==> config.mk <==
export PLATFORM = sky130hd
export DESIGN_NAME = ssb_demod_pipe
export DESIGN_NICKNAME = d
export VERILOG_FILES = /design/src/rtl/ssb_demod_pipe.sv
export SDC_FILE = /design/constraint.sdc
export NUM_CORES = 1
export LEC_CHECK = 0
export BUFFER_PORTS_ARGS = -buffer_cell sky130_fd_sc_hd__buf_2
export CAP_MARGIN = 30
export CELL_PAD_IN_SITES_DETAIL_PLACEMENT = 0
export CELL_PAD_IN_SITES_GLOBAL_PLACEMENT = 2
export CORE_ASPECT_RATIO = 2
export CORE_MARGIN = 2
export CORE_UTILIZATION = 34
export CTS_CLUSTER_SIZE = 40
export DETAILED_ROUTE_END_ITERATION = 6
export PLACE_DENSITY = 0.74
export SKIP_LAST_GASP = 1
export SLEW_MARGIN = 20
export SYNTH_ARGS = -nofsm -noshare
export SYNTH_HDL_FRONTEND = slang
export SYNTH_SLANG_ARGS = --single-unit
==> constraint.sdc <==
create_clock -name clk -period 5.55 [get_ports clk]
set_clock_uncertainty 0.1 [all_clocks]
set_input_delay 0.2775 -clock clk [delete_from_list [all_inputs] [get_ports clk]]
set_output_delay 0.2775 -clock clk [all_outputs]
set_load 0.005 [all_outputs]
==> src/rtl/ssb_demod_pipe.sv <==
// ssb_demod_pipe: three-stage I/Q combiner for the receive chain.
// Stage 1 registers the sample and its per-sample controls, stage 2 forms the
// USB/LSB/AM/mute result at full precision, stage 3 applies the gain shift,
// the fixed halving and the saturation to the output width.
`timescale 1ns/1ps

module ssb_demod_pipe #(
    parameter int DATA_W = 12,
    parameter int OUT_W  = 12,
    parameter int GAIN_W = 3
) (
    input  logic              clk,
    input  logic              rst,
    input  logic              in_valid,
    input  logic [DATA_W-1:0] in_i,
    input  logic [DATA_W-1:0] in_q,
    input  logic [1:0]        mode,
    input  logic [GAIN_W-1:0] gain_shift,
    input  logic              clear_sat,
    output logic              out_valid,
    output logic [OUT_W-1:0]  out_data,
    output logic              sat_pulse,
    output logic              sat_flag
);

    // Combiner result is exact in one extra bit; the scaled value must hold
    // the largest left shift without losing the sign.
    localparam int R_W = DATA_W + 1;
    localparam int V_W = DATA_W + (1 << GAIN_W);

    localparam logic signed [V_W-1:0] SAT_MAX = {{(V_W-OUT_W+1){1'b0}}, {(OUT_W-1){1'b1}}};
    localparam logic signed [V_W-1:0] SAT_MIN = ~SAT_MAX;

    localparam logic [1:0] MODE_USB = 2'b00;
    localparam logic [1:0] MODE_LSB = 2'b01;
    localparam logic [1:0] MODE_AM  = 2'b10;

    function automatic logic signed [R_W-1:0] sext_fn(input logic signed [DATA_W-1:0] x);
        return {x[DATA_W-1], x};
    endfunction

    // |x| in R_W bits, so the most negative input maps to +2^(DATA_W-1) exactly.
    function automatic logic signed [R_W-1:0] abs_fn(input logic signed [DATA_W-1:0] x);
        logic signed [R_W-1:0] e;
        e = sext_fn(x);
        return e[R_W-1] ? -e : e;
    endfunction

    function automatic logic signed [R_W-1:0] combine_fn(
        input logic signed [DATA_W-1:0] i,
        input logic signed [DATA_W-1:0] q,
        input logic [1:0]               m
    );
        logic signed [R_W-1:0] a;
        logic signed [R_W-1:0] b;
        logic signed [R_W-1:0] mx;
        logic signed [R_W-1:0] mn;
        logic signed [R_W-1:0] r;
        a = abs_fn(i);
        b = abs_fn(q);
        if (a > b) begin
            mx = a;
            mn = b;
        end else begin
            mx = b;
            mn = a;
        end
        case (m)
            MODE_USB: r = sext_fn(i) + sext_fn(q);
            MODE_LSB: r = sext_fn(i) - sext_fn(q);
            // alpha-max-beta-min envelope; both terms non-negative, shift floors
            MODE_AM:  r = mx + (mn >>> 1);
            default:  r = '0;
        endcase
        return r;
    endfunction

    // Gain shift followed by the fixed halving; arithmetic shift floors toward -inf.
    function automatic logic signed [V_W-1:0] scale_fn(
        input logic signed [R_W-1:0] r,
        input logic [GAIN_W-1:0]     g
    );
        logic signed [V_W-1:0] v;
        v = {{(V_W-R_W){r[R_W-1]}}, r};
        v = v <<< g;
        return v >>> 1;
    endfunction

    // Returns {clipped, saturated value}.
    function automatic logic [OUT_W:0] sat_fn(input logic signed [V_W-1:0] v);
        if (v > SAT_MAX)
            return {1'b1, SAT_MAX[OUT_W-1:0]};
        else if (v < SAT_MIN)
            return {1'b1, SAT_MIN[OUT_W-1:0]};
        else
            return {1'b0, v[OUT_W-1:0]};
    endfunction

    logic                     vld_p0;
    logic signed [DATA_W-1:0] i_p0;
    logic signed [DATA_W-1:0] q_p0;
    logic [1:0]               mode_p0;
    logic [GAIN_W-1:0]        gain_p0;

    logic                     vld_p1;
    logic signed [R_W-1:0]    r_p1;
    logic [GAIN_W-1:0]        gain_p1;

    logic signed [R_W-1:0]    r_c;
    logic [OUT_W:0]           sat_c;

    // Stage 1: capture the sample with its mode and gain; idle cycles leave data untouched
    always_ff @(posedge clk or posedge rst) begin
        if (rst) begin
            vld_p0  <= 1'b0;
            i_p0    <= '0;
            q_p0    <= '0;
            mode_p0 <= '0;
            gain_p0 <= '0;
        end else begin
            vld_p0 <= in_valid;
            if (in_valid) begin
                i_p0    <= in_i;
                q_p0    <= in_q;
                mode_p0 <= mode;
                gain_p0 <= gain_shift;
            end
        end
    end

    // Stage 2 combinational: sideband / envelope / mute combiner
    always_comb begin
        r_c = combine_fn(i_p0, q_p0, mode_p0);
    end

    // Stage 2: register the full-precision result and carry the gain along
    always_ff @(posedge clk or posedge rst) begin
        if (rst) begin
            vld_p1  <= 1'b0;
            r_p1    <= '0;
            gain_p1 <= '0;
        end else begin
            vld_p1 <= vld_p0;
            if (vld_p0) begin
                r_p1    <= r_c;
                gain_p1 <= gain_p0;
            end
        end
    end

    // Stage 3 combinational: scale and saturate to the output width
    always_comb begin
        sat_c = sat_fn(scale_fn(r_p1, gain_p1));
    end

    // Stage 3: output register; data holds through bubbles, sticky flag favours set over clear
    always_ff @(posedge clk or posedge rst) begin
        if (rst) begin
            out_valid <= 1'b0;
            out_data  <= '0;
            sat_pulse <= 1'b0;
            sat_flag  <= 1'b0;
        end else begin
            out_valid <= vld_p1;
            sat_pulse <= vld_p1 & sat_c[OUT_W];
            if (vld_p1)
                out_data <= sat_c[OUT_W-1:0];
            if (vld_p1 && sat_c[OUT_W])
                sat_flag <= 1'b1;
            else if (clear_sat)
                sat_flag <= 1'b0;
        end
    end

endmodule

==> impl_results.md <==
- Status: complete, but fails checks
- Failing checks: setup timing
- Fin nets: 714
- Hold Crit Class: in2reg
- Startpoint Class: flip-flop
- Initial antenna violation count: 0
- Worst VDD drop: 195 uV
- Final period utilization: 101%
- Most frequent cell after synthesis: dfrtp_1
- Site row count: 62
- P&R area growth vs syn: 27.6%
- Asr flop ratio synth: 100%
- Final WL: 14.7 mm
- Cell accounting for the most synthesized area: dfrtp_1
- CTS Sinks: 62
- Largest net degree at the start of global routing: 63
- Grt ovf: 0
- P_leak: 0.00293 uW
- First-pass GRT wire length: 23.0 mm
- Average vias per placed instance: 5.21
- Post-synthesis sequential area ratio: 30.8%
- Normalized max-slew margin: 46.0%
- GPL Wtd Cong: 0.873
- Vias in the first global route: 4,505
- CORE AREA: 14,400 um2
- Die Footprint: 15,800 um2
- CTS max path bufs: 2
- WL/cell: 17.5 um
- CTS H-tree lvls: 3
- Via count: 4,362
- Min Tclk post-route: 5.58 ns
- Overall fraction of global-route tracks in use: 18.7%
- Die height: 176 um
- DRC: 0
- Post-synth top flop: dfrtp_1
- Clk_lat worst skew: 0.35 ns
- Worst-margin pin slew: 0.810 ns
- Crit Path Class: reg2reg
- Max-Cap Viols: 0
- Antenna Violating Nets Remaining: 0
- Die Width: 90.0 um
- Dpl cells: 808
- Area contributors post-synth: dfrtp_1 (31%), ha_1 (9.7%), mux2_2 (7.8%)
- TritonCTS clock tree: built
- Post-synth top cells: dfrtp_1 (62), a21oi_1 (48), nand2_1 (40)
- Starting density of the core: 34.9%
- Post-synth EDFFs: 0
- Yosys reg bits: 62
- CTS Hold Bufs: 0
- CP max stage cell: dfrtp_1
- RSZ-0062 raised after global routing: yes
- Worst path required time: 5.68 ns
- Fmax: 179 MHz
- Post-DP HPWL: 11.7 mm
- Final Hold Fails: 0
- Setup Viol. Count Final: 1
- Slowest stage delay, CP: 0.41 ns
- Crit path max fanout: 7
- Ratio of cells with drive above 1 in the final layout: 31.2%
- CP Capture Type: flip-flop
- Worst Path Arrival: 5.71 ns
- Cell-by-cell trace of the critical path: inv_2, ha_4, or3b_4, or3_4, or3_4, nand2_4, xor2_2, ha_1, a21o_1, a2111oi_4, a21o_1, a221o_1, buf_12, buf_12, mux2i_4, ha_4, a211oi_4, o21ai_2, o311a_4, a211o_1, xnor2_1, o22ai_1, mux2_4
- Power per cell area: 418 nW/um2
- Cells after Synth: 551
- Syn_nets: 625
- Post-layout util: 44.5%
- Drt first pass iters: 4
- Synth warn: 0
- Post-Layout Cell Count: 837
- Total CTS buffers: 9
- Ant diodes: 0
- Syn avg cell area: 9.13 um2
- CTS clk-pin slew, worst paths: 0.06 ns
- Io pins: 48
- Fin Hold WS: 0.0269 ns
- Cell Area, Synth: 5030 um2
- Slew Limit Fails: 0
- Initial DRC count: 136
- Final worst setup slack: -0.0313 ns
- Synth top area share: 30.8%
- Library cells used by synthesis: 54
- Port Buf Inserts: 47
- Clock tree root driver cell: clkbuf_16
-- registers in the layout (all words and copies together) (netlist names) --
register	count
sat_flag	1
out_valid	1
i_p0	12
mode_p0	2
sat_pulse	1
gain_p0	3
vld_p0	1
q_p0	12
r_p1	13
out_data	12
vld_p1	1
gain_p1	3
-- stage by stage --
stage               setup TNS, ns  instance area [um2]  power [uW]  setup slack (ns)
floorplan                       0                 5050        1540            0.0364
global placement           -0.659                 5740        1920            -0.162
detailed placement          -1.46                 5740        1940            -0.288
CTS                        -0.172                 6210        2600            -0.112
global route                -1.10                 6420        2870            -0.295
finish                    -0.0313                 6420        2690           -0.0313
-- power breakdown --
group | internal (uW) | switching [uW]
clock network | 353 | 234
registers | 555 | 106
logic | 701 | 736
-- worst paths after layout --
path                               start          end  slack, ns  depth (start not counted)
worst max-delay path             q_p0[0]      r_p1[9]      -0.03                         23
worst min-delay path             in_i[0]      i_p0[0]       0.03                          3
worst max register to register   q_p0[0]      r_p1[9]      -0.03                         23
worst min register to register  sat_flag     sat_flag       0.39                          1
max in group asynchronous            rst  out_data[1]       4.76                          3
min in group asynchronous            rst   gain_p0[2]       0.06                          3
-- cell usage in the layout, fill, tap and decap left out, drive strengths merged, types with 2 or more instances in the layout --
cell type and count:
o221ai 3, a31oi 5, o41ai 2, dfrtp 62
xnor2 22, nand2 40, xor2 25, clkbuf 9
fa 2, mux2 37, nand3 11, nor4 3
inv 28, nor2b 4, o31ai 8, nand2b 6
a211o 3, or2 4, a21oi 48, a22oi 3
o22ai 3, o21ai 26, ha 39, or3 10
and3 2, nor3 14, a2bb2oi 2, nand3b 3
o21a 10, a21o 10, mux2i 37, buf 102
a211oi 7, clkinv 3, nand4 2, nor2 35
o211ai 2
-- per-layer routing --
layer | GRT usage, % | up-vias | share of wire (%)
met4 | 10.1 | 0 | 3.9
met3 | 1.45 | 28 | 1.7
li1 | - | 2166 | -
met1 | 15.8 | 2108 | 33
met5 | 0 | - | 0
met2 | 40.9 | 60 | 62
-- critical path, delay by kind of cell (launching register included) --
family	cells	cell delay [ns]
buffers and inverters	3	0.34
XOR/XNOR	2	0.33
adder cells (fa/ha/maj)	3	0.66
AND/OR/NAND/NOR	4	1.21
multiplexers	2	0.57
flip-flops	1	0.41
AO/OA/AOI/OAI	9	1.82
-- kinds of logic after synthesis --
| family | count (synthesis) | synth area share (%) |
|---|---|---|
| and+or+nand+nor | 136 | 12.8 |
| other | 1 | 0.0745 |
| AOI/OAI and AO/OA | 139 | 17.4 |
| muxes | 74 | 15.6 |
| adders and majority gates | 42 | 10.7 |
| xor gates and xnor gates | 47 | 8.33 |
| buffers and inverters | 50 | 4.20 |
| DFF | 62 | 30.8 |
-- what timing repair did --
action | 4_1_cts | 5_1_grt
gates resized for setup | 24 | 28
setup endpoints to repair | 7 | 8
pin swaps | 16 | 28
endpoints found under the hold margin | 0 | 0
gates cloned | 0 | 0
buffers inserted | 7 | 7
-- layout make-up --
class                   count  area [um2]
inverters                  26        97.6
clock inverters             7        77.6
clock buffers               9         225
repair buffers            102         686
multi-input cells         439        3540
fillers                  1504        8010
well taps                 192         240
flip-flops and latches     62        1550
Note: power is estimated with default switching activity, not from simulation.
